==> src/rtl/wspr_symbol_sequencer.sv <==
// -----------------------------------------------------------------------------
// wspr_symbol_sequencer
//
// Steps through a WSPR symbol table and drives the NCO tuning word. Each symbol
// is held for SYMBOL_TICKS cycles. The word for a symbol is
// tuningWord = latchedBase + symbol*latchedStep, modulo 2^WORD_W.
// tuningWordValid is a one-cycle strobe whenever the word is reloaded.
//
// Optional feature: define WSPR_GUARD_EN to insert a GUARD_TICKS settle period
// between an accepted start and the first symbol. During that period the block
// is busy but the PA stays disabled. If GUARD_TICKS is 0, the build behaves as
// if the macro were undefined.
//
// Ports:
//   sysClk          in   system clock
//   nReset          in   asynchronous active-low reset
//   baseWord        in   tuning word for tone 0 (latched on start)
//   toneStep        in   tuning-word delta between tones (latched on start)
//   symWrEn         in   symbol-table write strobe (honoured only in IDLE)
//   symWrAddr       in   symbol-table write address
//   symWrData       in   symbol value 0..3
//   start           in   single-cycle frame start request
//   abort           in   single-cycle abort request (wins over start)
//   busy            out  frame in progress
//   txEnable        out  PA enable, high while symbols are transmitting
//   tuningWord      out  NCO tuning word, 0 when not transmitting
//   tuningWordValid out  one-cycle strobe on each tuningWord reload
//   symIndex        out  index of the current symbol
//   done            out  one-cycle pulse after the last symbol ends normally
// -----------------------------------------------------------------------------
module wspr_symbol_sequencer #(
    parameter int NUM_SYMBOLS  = 162,
    parameter int SYMBOL_TICKS = 122880000,
    parameter int GUARD_TICKS  = 18000000,
    parameter int WORD_W       = 32
) (
    input  logic              sysClk,
    input  logic              nReset,
    input  logic [WORD_W-1:0] baseWord,
    input  logic [WORD_W-1:0] toneStep,
    input  logic              symWrEn,
    input  logic [7:0]        symWrAddr,
    input  logic [1:0]        symWrData,
    input  logic              start,
    input  logic              abort,
    output logic              busy,
    output logic              txEnable,
    output logic [WORD_W-1:0] tuningWord,
    output logic              tuningWordValid,
    output logic [7:0]        symIndex,
    output logic              done
);

    localparam int MAX_TICKS = (SYMBOL_TICKS > GUARD_TICKS) ? SYMBOL_TICKS : GUARD_TICKS;
    localparam int CNT_W     = (MAX_TICKS > 1) ? $clog2(MAX_TICKS) : 1;
    localparam int AW        = (NUM_SYMBOLS > 1) ? $clog2(NUM_SYMBOLS) : 1;

    localparam logic [CNT_W-1:0] SYM_LAST = CNT_W'(SYMBOL_TICKS - 1);
    localparam logic [7:0]       IDX_LAST = 8'(NUM_SYMBOLS - 1);

`ifdef WSPR_GUARD_EN
    typedef enum logic [1:0] {S_IDLE, S_GUARD, S_SYMBOL, S_DONE} state_t;
    localparam bit               GUARD_ON   = (GUARD_TICKS != 0);
    localparam logic [CNT_W-1:0] GUARD_LAST = CNT_W'(GUARD_TICKS - 1);
`else
    typedef enum logic [1:0] {S_IDLE, S_SYMBOL, S_DONE} state_t;
`endif

    state_t              state_q, state_d;
    logic [CNT_W-1:0]    tick_q, tick_d;
    logic [WORD_W-1:0]   base_q, base_d;
    logic [WORD_W-1:0]   step_q, step_d;
    logic                busy_q, busy_d;
    logic                tx_q, tx_d;
    logic [WORD_W-1:0]   tw_q, tw_d;
    logic                twv_q, twv_d;
    logic [7:0]          idx_q, idx_d;
    logic                done_q, done_d;

    // Symbol table with registered read. The read address runs one symbol
    // ahead, so the next symbol is already in sym_rd_q when a boundary arrives
    // (SYMBOL_TICKS >= 2 guarantees the read has settled). When not
    // transmitting, entry 0 is prefetched so the first word can be produced
    // in the cycle after start.
    logic [1:0]          sym_mem [0:NUM_SYMBOLS-1];
    logic [1:0]          sym_rd_q;
    logic [7:0]          rd_addr;
    logic [AW-1:0]       rd_idx;
    logic                wr_ok;

    assign wr_ok   = symWrEn && (state_q == S_IDLE) && ({1'b0, symWrAddr} < 9'(NUM_SYMBOLS));
    assign rd_addr = (state_q == S_SYMBOL) ? (idx_q + 8'd1) : 8'd0;
    assign rd_idx  = ({1'b0, rd_addr} < 9'(NUM_SYMBOLS)) ? rd_addr[AW-1:0] : '0;

    always_ff @(posedge sysClk) begin
        if (wr_ok) begin
            sym_mem[symWrAddr[AW-1:0]] <= symWrData;
        end
        // Forward a same-cycle write so a start right after a table write
        // sees the new entry 0.
        if (wr_ok && (symWrAddr == rd_addr)) begin
            sym_rd_q <= symWrData;
        end else begin
            sym_rd_q <= sym_mem[rd_idx];
        end
    end

    function automatic logic [WORD_W-1:0] word_of(input logic [1:0]        s,
                                                   input logic [WORD_W-1:0] b,
                                                   input logic [WORD_W-1:0] st);
        return b + (WORD_W'(s) * st);
    endfunction

    always_ff @(posedge sysClk or negedge nReset) begin
        if (!nReset) begin
            state_q <= S_IDLE;
            tick_q  <= '0;
            base_q  <= '0;
            step_q  <= '0;
            busy_q  <= 1'b0;
            tx_q    <= 1'b0;
            tw_q    <= '0;
            twv_q   <= 1'b0;
            idx_q   <= '0;
            done_q  <= 1'b0;
        end else begin
            state_q <= state_d;
            tick_q  <= tick_d;
            base_q  <= base_d;
            step_q  <= step_d;
            busy_q  <= busy_d;
            tx_q    <= tx_d;
            tw_q    <= tw_d;
            twv_q   <= twv_d;
            idx_q   <= idx_d;
            done_q  <= done_d;
        end
    end

    always_comb begin
        state_d = state_q;
        tick_d  = tick_q;
        base_d  = base_q;
        step_d  = step_q;
        busy_d  = busy_q;
        tx_d    = tx_q;
        tw_d    = tw_q;
        twv_d   = 1'b0;
        idx_d   = idx_q;
        done_d  = 1'b0;

        case (state_q)
            S_IDLE: begin
                if (start && !abort) begin
                    base_d = baseWord;
                    step_d = toneStep;
                    busy_d = 1'b1;
                    tick_d = '0;
                    idx_d  = '0;
`ifdef WSPR_GUARD_EN
                    if (GUARD_ON) begin
                        state_d = S_GUARD;
                        tx_d    = 1'b0;
                        tw_d    = '0;
                    end else begin
                        state_d = S_SYMBOL;
                        tx_d    = 1'b1;
                        tw_d    = word_of(sym_rd_q, baseWord, toneStep);
                        twv_d   = 1'b1;
                    end
`else
                    state_d = S_SYMBOL;
                    tx_d    = 1'b1;
                    tw_d    = word_of(sym_rd_q, baseWord, toneStep);
                    twv_d   = 1'b1;
`endif
                end
            end
`ifdef WSPR_GUARD_EN
            S_GUARD: begin
                if (abort) begin
                    // The word is already 0 here, so no strobe is issued.
                    state_d = S_IDLE;
                    busy_d  = 1'b0;
                    tick_d  = '0;
                end else if (tick_q == GUARD_LAST) begin
                    state_d = S_SYMBOL;
                    tick_d  = '0;
                    tx_d    = 1'b1;
                    tw_d    = word_of(sym_rd_q, base_q, step_q);
                    twv_d   = 1'b1;
                end else begin
                    tick_d = tick_q + 1'b1;
                end
            end
`endif
            S_SYMBOL: begin
                if (abort) begin
                    state_d = S_IDLE;
                    tick_d  = '0;
                    busy_d  = 1'b0;
                    tx_d    = 1'b0;
                    tw_d    = '0;
                    twv_d   = 1'b1;
                    idx_d   = '0;
                end else if (tick_q == SYM_LAST) begin
                    tick_d = '0;
                    twv_d  = 1'b1;
                    if (idx_q == IDX_LAST) begin
                        state_d = S_DONE;
                        done_d  = 1'b1;
                        busy_d  = 1'b0;
                        tx_d    = 1'b0;
                        tw_d    = '0;
                    end else begin
                        idx_d = idx_q + 8'd1;
                        tw_d  = word_of(sym_rd_q, base_q, step_q);
                    end
                end else begin
                    tick_d = tick_q + 1'b1;
                end
            end
            S_DONE: begin
                state_d = S_IDLE;
                idx_d   = '0;
                if (abort) begin
                    tw_d  = '0;
                    twv_d = 1'b1;
                end
            end
            default: begin
                state_d = S_IDLE;
            end
        endcase
    end

    assign busy            = busy_q;
    assign txEnable        = tx_q;
    assign tuningWord      = tw_q;
    assign tuningWordValid = twv_q;
    assign symIndex        = idx_q;
    assign done            = done_q;

endmodule
==> config.mk <==
export PLATFORM = sky130hd
export DESIGN_NAME = wspr_symbol_sequencer
export DESIGN_NICKNAME = d
export VERILOG_FILES = /design/src/rtl/wspr_symbol_sequencer.sv
export SDC_FILE = /design/constraint.sdc
export NUM_CORES = 1
export LEC_CHECK = 0
export BUFFER_PORTS_ARGS = -buffer_cell sky130_fd_sc_hd__buf_4
export CORE_ASPECT_RATIO = 1.75
export CORE_MARGIN = 2
export CORE_UTILIZATION = 62
export CTS_CLUSTER_DIAMETER = 150
export DETAILED_ROUTE_END_ITERATION = 8
export GPL_TIMING_DRIVEN = 1
export PLACE_DENSITY = 0.8
export SLEW_MARGIN = 20
export SYNTH_ARGS = -nofsm -noshare
export SYNTH_HDL_FRONTEND = slang
export SYNTH_SLANG_ARGS = --single-unit
export TNS_END_PERCENT = 30
==> constraint.sdc <==
create_clock -name sysClk -period 7.9 [get_ports sysClk]
set_input_delay 0 -clock sysClk [delete_from_list [all_inputs] [get_ports sysClk]]
set_output_delay 0 -clock sysClk [all_outputs]
set_load 0.01 [all_outputs]
Yosys cells after proc, flatten, opt, wreduce, memory -nomap -nowiden
Memory sizes are Yosys's and may differ from the RTL's. A register that Yosys moved wholly into a read port is not among the register bits.
Index checks and enable logic that the tools add are counted.
{ "op_classes": {"magnitude_cmp": 2, "n_mul": 2, "eq_ne": 9, "n_reduce_logical": 13, "n_mux": 38, "addsub": 4} }
{ "ops": {"columns": ["operator", "n"], "rows": [
  ["two-way mux 32 bit", 5],
  ["case mux 32 bit (3 select lines)", 1],
  ["two-way mux 27 bit", 3],
  ["adder 32 bit", 2],
  ["multiplier 2 x 32 -> 32 bit", 2],
  ["case mux 27 bit (2 select lines)", 1],
  ["two-way mux 8 bit", 6],
  ["adder 27 x 1 -> 27 bit, second input constant", 1],
  ["== test 27 bit, second input constant", 1],
  ["case mux 8 bit (3 select lines)", 1],
  ["< comparator 8 bit, second input constant", 2],
  ["two-way mux 1 bit", 14],
  ["AND reduction 4 bit", 3],
  ["adder 8 x 1 -> 8 bit, second input constant", 1],
  ["== test 8 bit, second input constant", 1],
  ["two-way mux 2 bit", 4],
  ["!= test 3 x 2 -> 1 bit, second input constant", 2],
  ["case mux 2 bit (2 select lines)", 1],
  ["AND reduction 2 bit", 2],
  ["logical AND 1 bit", 3],
  ["!= test 3 bit, second input constant", 1],
  ["case mux 1 bit (3 select lines)", 1],
  ["AND reduction 3 bit", 1],
  ["nonzero test 3 bit", 1],
  ["8 further kinds", 8]
]} }
{ "word_totals": {"input_bits": 79, "reg_bits": 136, "mem_bits_rw": 324, "output_inout_bits": 44, "n_memories": 1} }
{ "memory_table": {"columns": ["memory", "words", "width", "read_ports", "rd_clocked_by_memory_dff", "wr", "line", "text"], "rows": [
  ["sym_mem", 162, 2, 1, 1, 1, "85", "logic [1:0] sym_mem [0:NUM_SYMBOLS-1];"]
]} }

Logic depth before layout (Yosys ltp)
{ "depth": {"ltp_word": 6, "ltp_mapped": 27, "depth_no_buf": 21} }

Worst setup path before layout
OpenSTA, ideal clock, no wires.
{ "synth_timing": {"path_type": "flip-flop to flip-flop", "startpoint": "reg with a tool-made name", "endpoint": "reg tw_q[26], in the netlist tuningWord[26]", "required_ns": 7.781, "synth_period_minus_slack_ns": 5.504, "setup_slack_ns": 2.396, "arrival_ns": 5.385, "setup_time_ns": 0.119, "path_stages_with_launch": 26, "path_cell_list": "dfxtp_1 -> buf_2 -> buf_4 -> clkbuf_1 -> mux4_2 -> a22oi_1 -> nand3_1 -> a21oi_1 -> nor2_1 -> o311a_1 -> buf_2 -> clkbuf_1 -> nand2_1 -> fa_1 -> inv_1 -> ha_1 -> a21o_1 -> a21oi_1 -> o21bai_1 -> a41o_1 -> a2111oi_0 -> nor2_1 -> a221oi_1 -> xor2_1 -> o221ai_1 -> o21a_1"} }
{ "synth_lines": {"columns": ["element", "line", "text"], "rows": [
  ["to (signal assigned)", "133", "tw_q <= tw_d;"],
  ["to (decl)", "75", "logic [WORD_W-1:0] tw_q, tw_d;"]
]} }

==> metrics.json <==
{
  "run_status": {"value": "complete, no violations"},
  "synth.yosys.seq_area_share": {"value": 0.538},
  "num-fill-cells": {"value": 2625},
  "critical_path_peak_fanout": {"value": 34},
  "diodes": {"value": 0},
  "multiInputGateArea": {"value": 10300, "unit": "um^2"},
  "timing.critical_path.from_type": {"value": "flop"},
  "synth_nets": {"value": 2306},
  "floorplan.initialDensity": {"value": 0.629},
  "initialDrtViolationCount": {"value": 1508},
  "cts_repair_resize_count": {"value": 0},
  "synth.cells.most_frequent": {"value": "324 x edfxtp_1, 248 x nand2_1, 243 x nor2_1, 205 x inv_1, 136 x dfrtp_1"},
  "finalClockSkew": {"value": 38.0, "unit": "ps"},
  "synthToLayoutAreaGrowth": {"value": 13.8, "unit": "%"},
  "cts_num_sinks": {"value": 468},
  "grt.overflow.total": {"value": 0},
  "pwr-share-seq": {"value": 0.313},
  "finalWirelength": {"value": 63.8, "unit": "mm"},
  "yosys_warnings": {"value": 0},
  "cp_data_arrival_time": {"value": 7520, "unit": "ps"},
  "die_height": {"value": 268, "unit": "um"},
  "clock_input_transition_at_the_sequential_cells_of_the_worst_setup_and_hold_paths": {"value": 70, "unit": "ps"},
  "r2r_setup_slk": {"value": 870, "unit": "ps"},
  "final_period_minus_worst_setup_slack": {"value": 7030, "unit": "ps"},
  "finalHoldViolCount": {"value": 0},
  "p_sw_frac": {"value": 0.393},
  "setup_tns": {"value": 0, "unit": "ps"},
  "clock_path_buffers": {"value": 3},
  "grt_pass1_wl": {"value": 98.2, "unit": "mm"},
  "post_synth_main_area_contributors": {"value": "edfxtp_1 39%, dfrtp_1 14%, mux4_2 7.7%"},
  "layout.area.seq": {"value": 13300, "unit": "um^2"},
  "pwr_density_cell": {"value": 355, "unit": "nW/um^2"},
  "netlist.top_cell.by_area": {"value": "edfxtp_1"},
  "routabilityCongestion": {"value": 0.922},
  "r2r-end": {"value": "tuningWord[30]"},
  "vdd_drop_max": {"value": 230, "unit": "uV"},
  "drt_pass1_iterations": {"value": 5},
  "cts.repair_timing.setup_buffer_count": {"value": 0},
  "finalCritPeriodShare": {"value": 0.890},
  "avgSynthCellArea": {"value": 11.8, "unit": "um^2"},
  "die_width": {"value": 155, "unit": "um"},
  "cap_violations": {"value": 0},
  "fin_max_slew_vios": {"value": 0},
  "dieArea": {"value": 41500, "unit": "um^2"},
  "synth_enable_flop_cells": {"value": 324},
  "fp.coreArea": {"value": 39300, "unit": "um^2"},
  "leakagePower": {"value": 0.0112, "unit": "uW"},
  "htree_num_levels": {"value": 2},
  "synthFlopType": {"value": "edfxtp_1"},
  "finish.net_count": {"value": 2476},
  "setup-violations-final": {"value": 0},
  "antenna_found_initial": {"value": 0},
  "relative_slew_slack": {"value": 0.232},
  "synthCells": {"value": 2096},
  "end_kind": {"value": "flop"},
  "floorplan.rows": {"value": 96},
  "grt_usage": {"value": 0.311},
  "total_power": {"value": 9990, "unit": "uW"},
  "max_clock_freq": {"value": 142, "unit": "MHz"},
  "detail_route.wl_per_cell": {"value": 22.9, "unit": "um"},
  "clkPwrFrac": {"value": 0.202},
  "post-synth-top-area-fraction": {"value": 0.394},
  "first_global_vias": {"value": 18200},
  "io_pins": {"value": 123},
  "drtAntennaViolNets": {"value": 0},
  "cp_data_required_time": {"value": 8390, "unit": "ps"},
  "detail_routed_via_count_per_cell": {"value": 6.18},
  "place.port_buffers": {"value": 122},
  "detailroute.via_count": {"value": 17200},
  "cts_root_buf": {"value": "clkbuf_16"},
  "detailed_place_hpwl": {"value": 43.5, "unit": "mm"},
  "total_clock_buffers_created_by_cts": {"value": 42},
  "drc": {"value": 0},
  "tritoncts_clock_tree": {"value": "yes"},
  "post_synthesis_sequential_element_count": {"value": 468},
  "maximum_number_of_pins_on_one_net_before_global_route_repair": {"value": 132},
  "proportion_of_power_drawn_by_combinational_gates": {"value": 0.485},
  "worstSkewPairLatency": {"value": 590, "unit": "ps"},
  "rr_worst_depth": {"value": 20},
  "unrepaired_setup_endpoints_after_global_routing": {"value": "false"},
  "async_flop_share": {"value": 0.291},
  "cts-hold-fix-buffers": {"value": 71},
  "ys_types": {"value": 73},
  "cellInternalPower": {"value": 6060, "unit": "uW"},
  "worst-setup-path-type": {"value": "reg2reg"},
  "hold-worst-slack": {"value": 52.3, "unit": "ps"},
  "worst_pin_slew": {"value": 1150, "unit": "ps"},
  "layout-drive-gt1-share": {"value": 0.151},
  "timing.hold.worst.class": {"value": "in2async"},
  "synthesis.area": {"value": 24700, "unit": "um^2"},
  "switching_power": {"value": 3930, "unit": "uW"},
  "synth.most_common_cell": {"value": "edfxtp_1"}
}
==> worst max-delay path: stages (launching register included) <==
cell and delay (ps):
dfxtp_1 1000, mux4_2 360, o311ai_0 110, a211oi_1 410
nor4_1 130, a311oi_1 370, or2_2 690, nand2_1 170
fa_1 540, inv_1 50, ha_1 360, nand3_1 100
o211ai_1 400, nor3_1 150, o21ai_0 410, a21boi_0 310
a211oi_1 520, o21ai_0 200, nor3b_1 170, o41a_1 360
o21ai_0 80
==> layout by cell type, fill, tap and decap left out, types with 9 or more instances in the layout <==
master / n
o21ai_0: 102
nand2_1: 248
clkbuf_16: 42
nor2_1: 242
nor3_1: 10
mux4_2: 84
fa_1: 62
dlygate4sd3_1: 71
o221ai_1: 16
a21o_1: 37
a21oi_1: 74
o21a_1: 25
ha_1: 69
inv_1: 205
buf_4: 140
a22oi_1: 20
nor2b_1: 15
o31ai_1: 9
nand2b_1: 14
xnor2_1: 33
clkinv_1: 10
nand4_1: 13
mux2_2: 38
edfxtp_1: 324
mux2i_1: 9
clkinv_2: 9
xor2_1: 40
and3_1: 15
a31oi_1: 9
nand3_1: 37
dfrtp_1: 136
==> state kept, by name (all words and copies together), names as in the netlist, named ones only <==
| signal | cells |
|---|---|
| base_q | 32 |
| tick_q | 27 |
| txEnable | 1 |
| state_q | 2 |
| done | 1 |
| tuningWordValid | 1 |
| sym_mem | 324 |
| step_q | 32 |
| tuningWord | 32 |
| symIndex | 8 |
==> worst max-delay path by stage <==
| stage | end | from | slack [ps] | cells past startpoint |
|---|---|---|---|---|
| 6_report | tuningWord[30] | flop | 870 | 20 |
| 5_1_grt | tuningWord[30] | flop | 480 | 20 |
| 4_1_cts | tuningWord[30] | flop | 940 | 20 |
| 3_5_place_dp | tuningWord[30] | flop | 1050 | 20 |
| 3_3_place_gp | tuningWord[30] | flop | 1160 | 20 |
| 2_1_floorplan | tuningWord[26] | flop | 2400 | 25 |
==> final cells by class <==
type                       instances  area share
multi-input combinational       1332       0.365
timing repair buffer             216      0.0653
clock inverter                    30     0.00957
clock buffer                      47      0.0381
inverter                         206      0.0275
sequential                       468       0.473
tap                              490      0.0218
==> layer usage <==
| metal | vias to the layer above | GRT usage | wire length, um |
|---|---|---|---|
| li1 | 7776 | - | - |
| met1 | 8523 | 0.338 | 21500 |
| met2 | 729 | 0.587 | 34900 |
| met3 | 210 | 0.0403 | 3740 |
| met4 | 0 | 0.164 | 3670 |
| met5 | - | 0 | 0 |
==> power by group through the flow <==
stage / sequential [uW] / combinational (uW) / clock, uW
after floorplan: 3100 / 3530 / 0
after global placement: 3150 / 4650 / 0
after detailed placement: 3170 / 4750 / 0
after CTS: 3120 / 4810 / 2030
after global routing: 3160 / 5320 / 2110
final: 3120 / 4850 / 2020
==> cell families after synthesis <==
logic type	synth area share
AO/OA/AOI/OAI	0.0944
buffers and inverters	0.0482
AND/OR/NAND/NOR	0.111
multiplexers	0.0976
flip-flops	0.538
XOR/XNOR	0.0259
adder cells (fa/ha/maj)	0.0852
==> metrics by stage <==
step,utilization,cell area (um^2),std cells,worst slack [ps]
global route,0.716,28100,2789,483
finish,0.716,28100,2789,870
detailed placement,0.663,26100,2641,1050
CTS,0.716,28100,2789,944
floorplan,-,24700,2096,2400
global placement,0.663,26100,2641,1160
No activity file was read; power rests on OpenSTA's default activity.
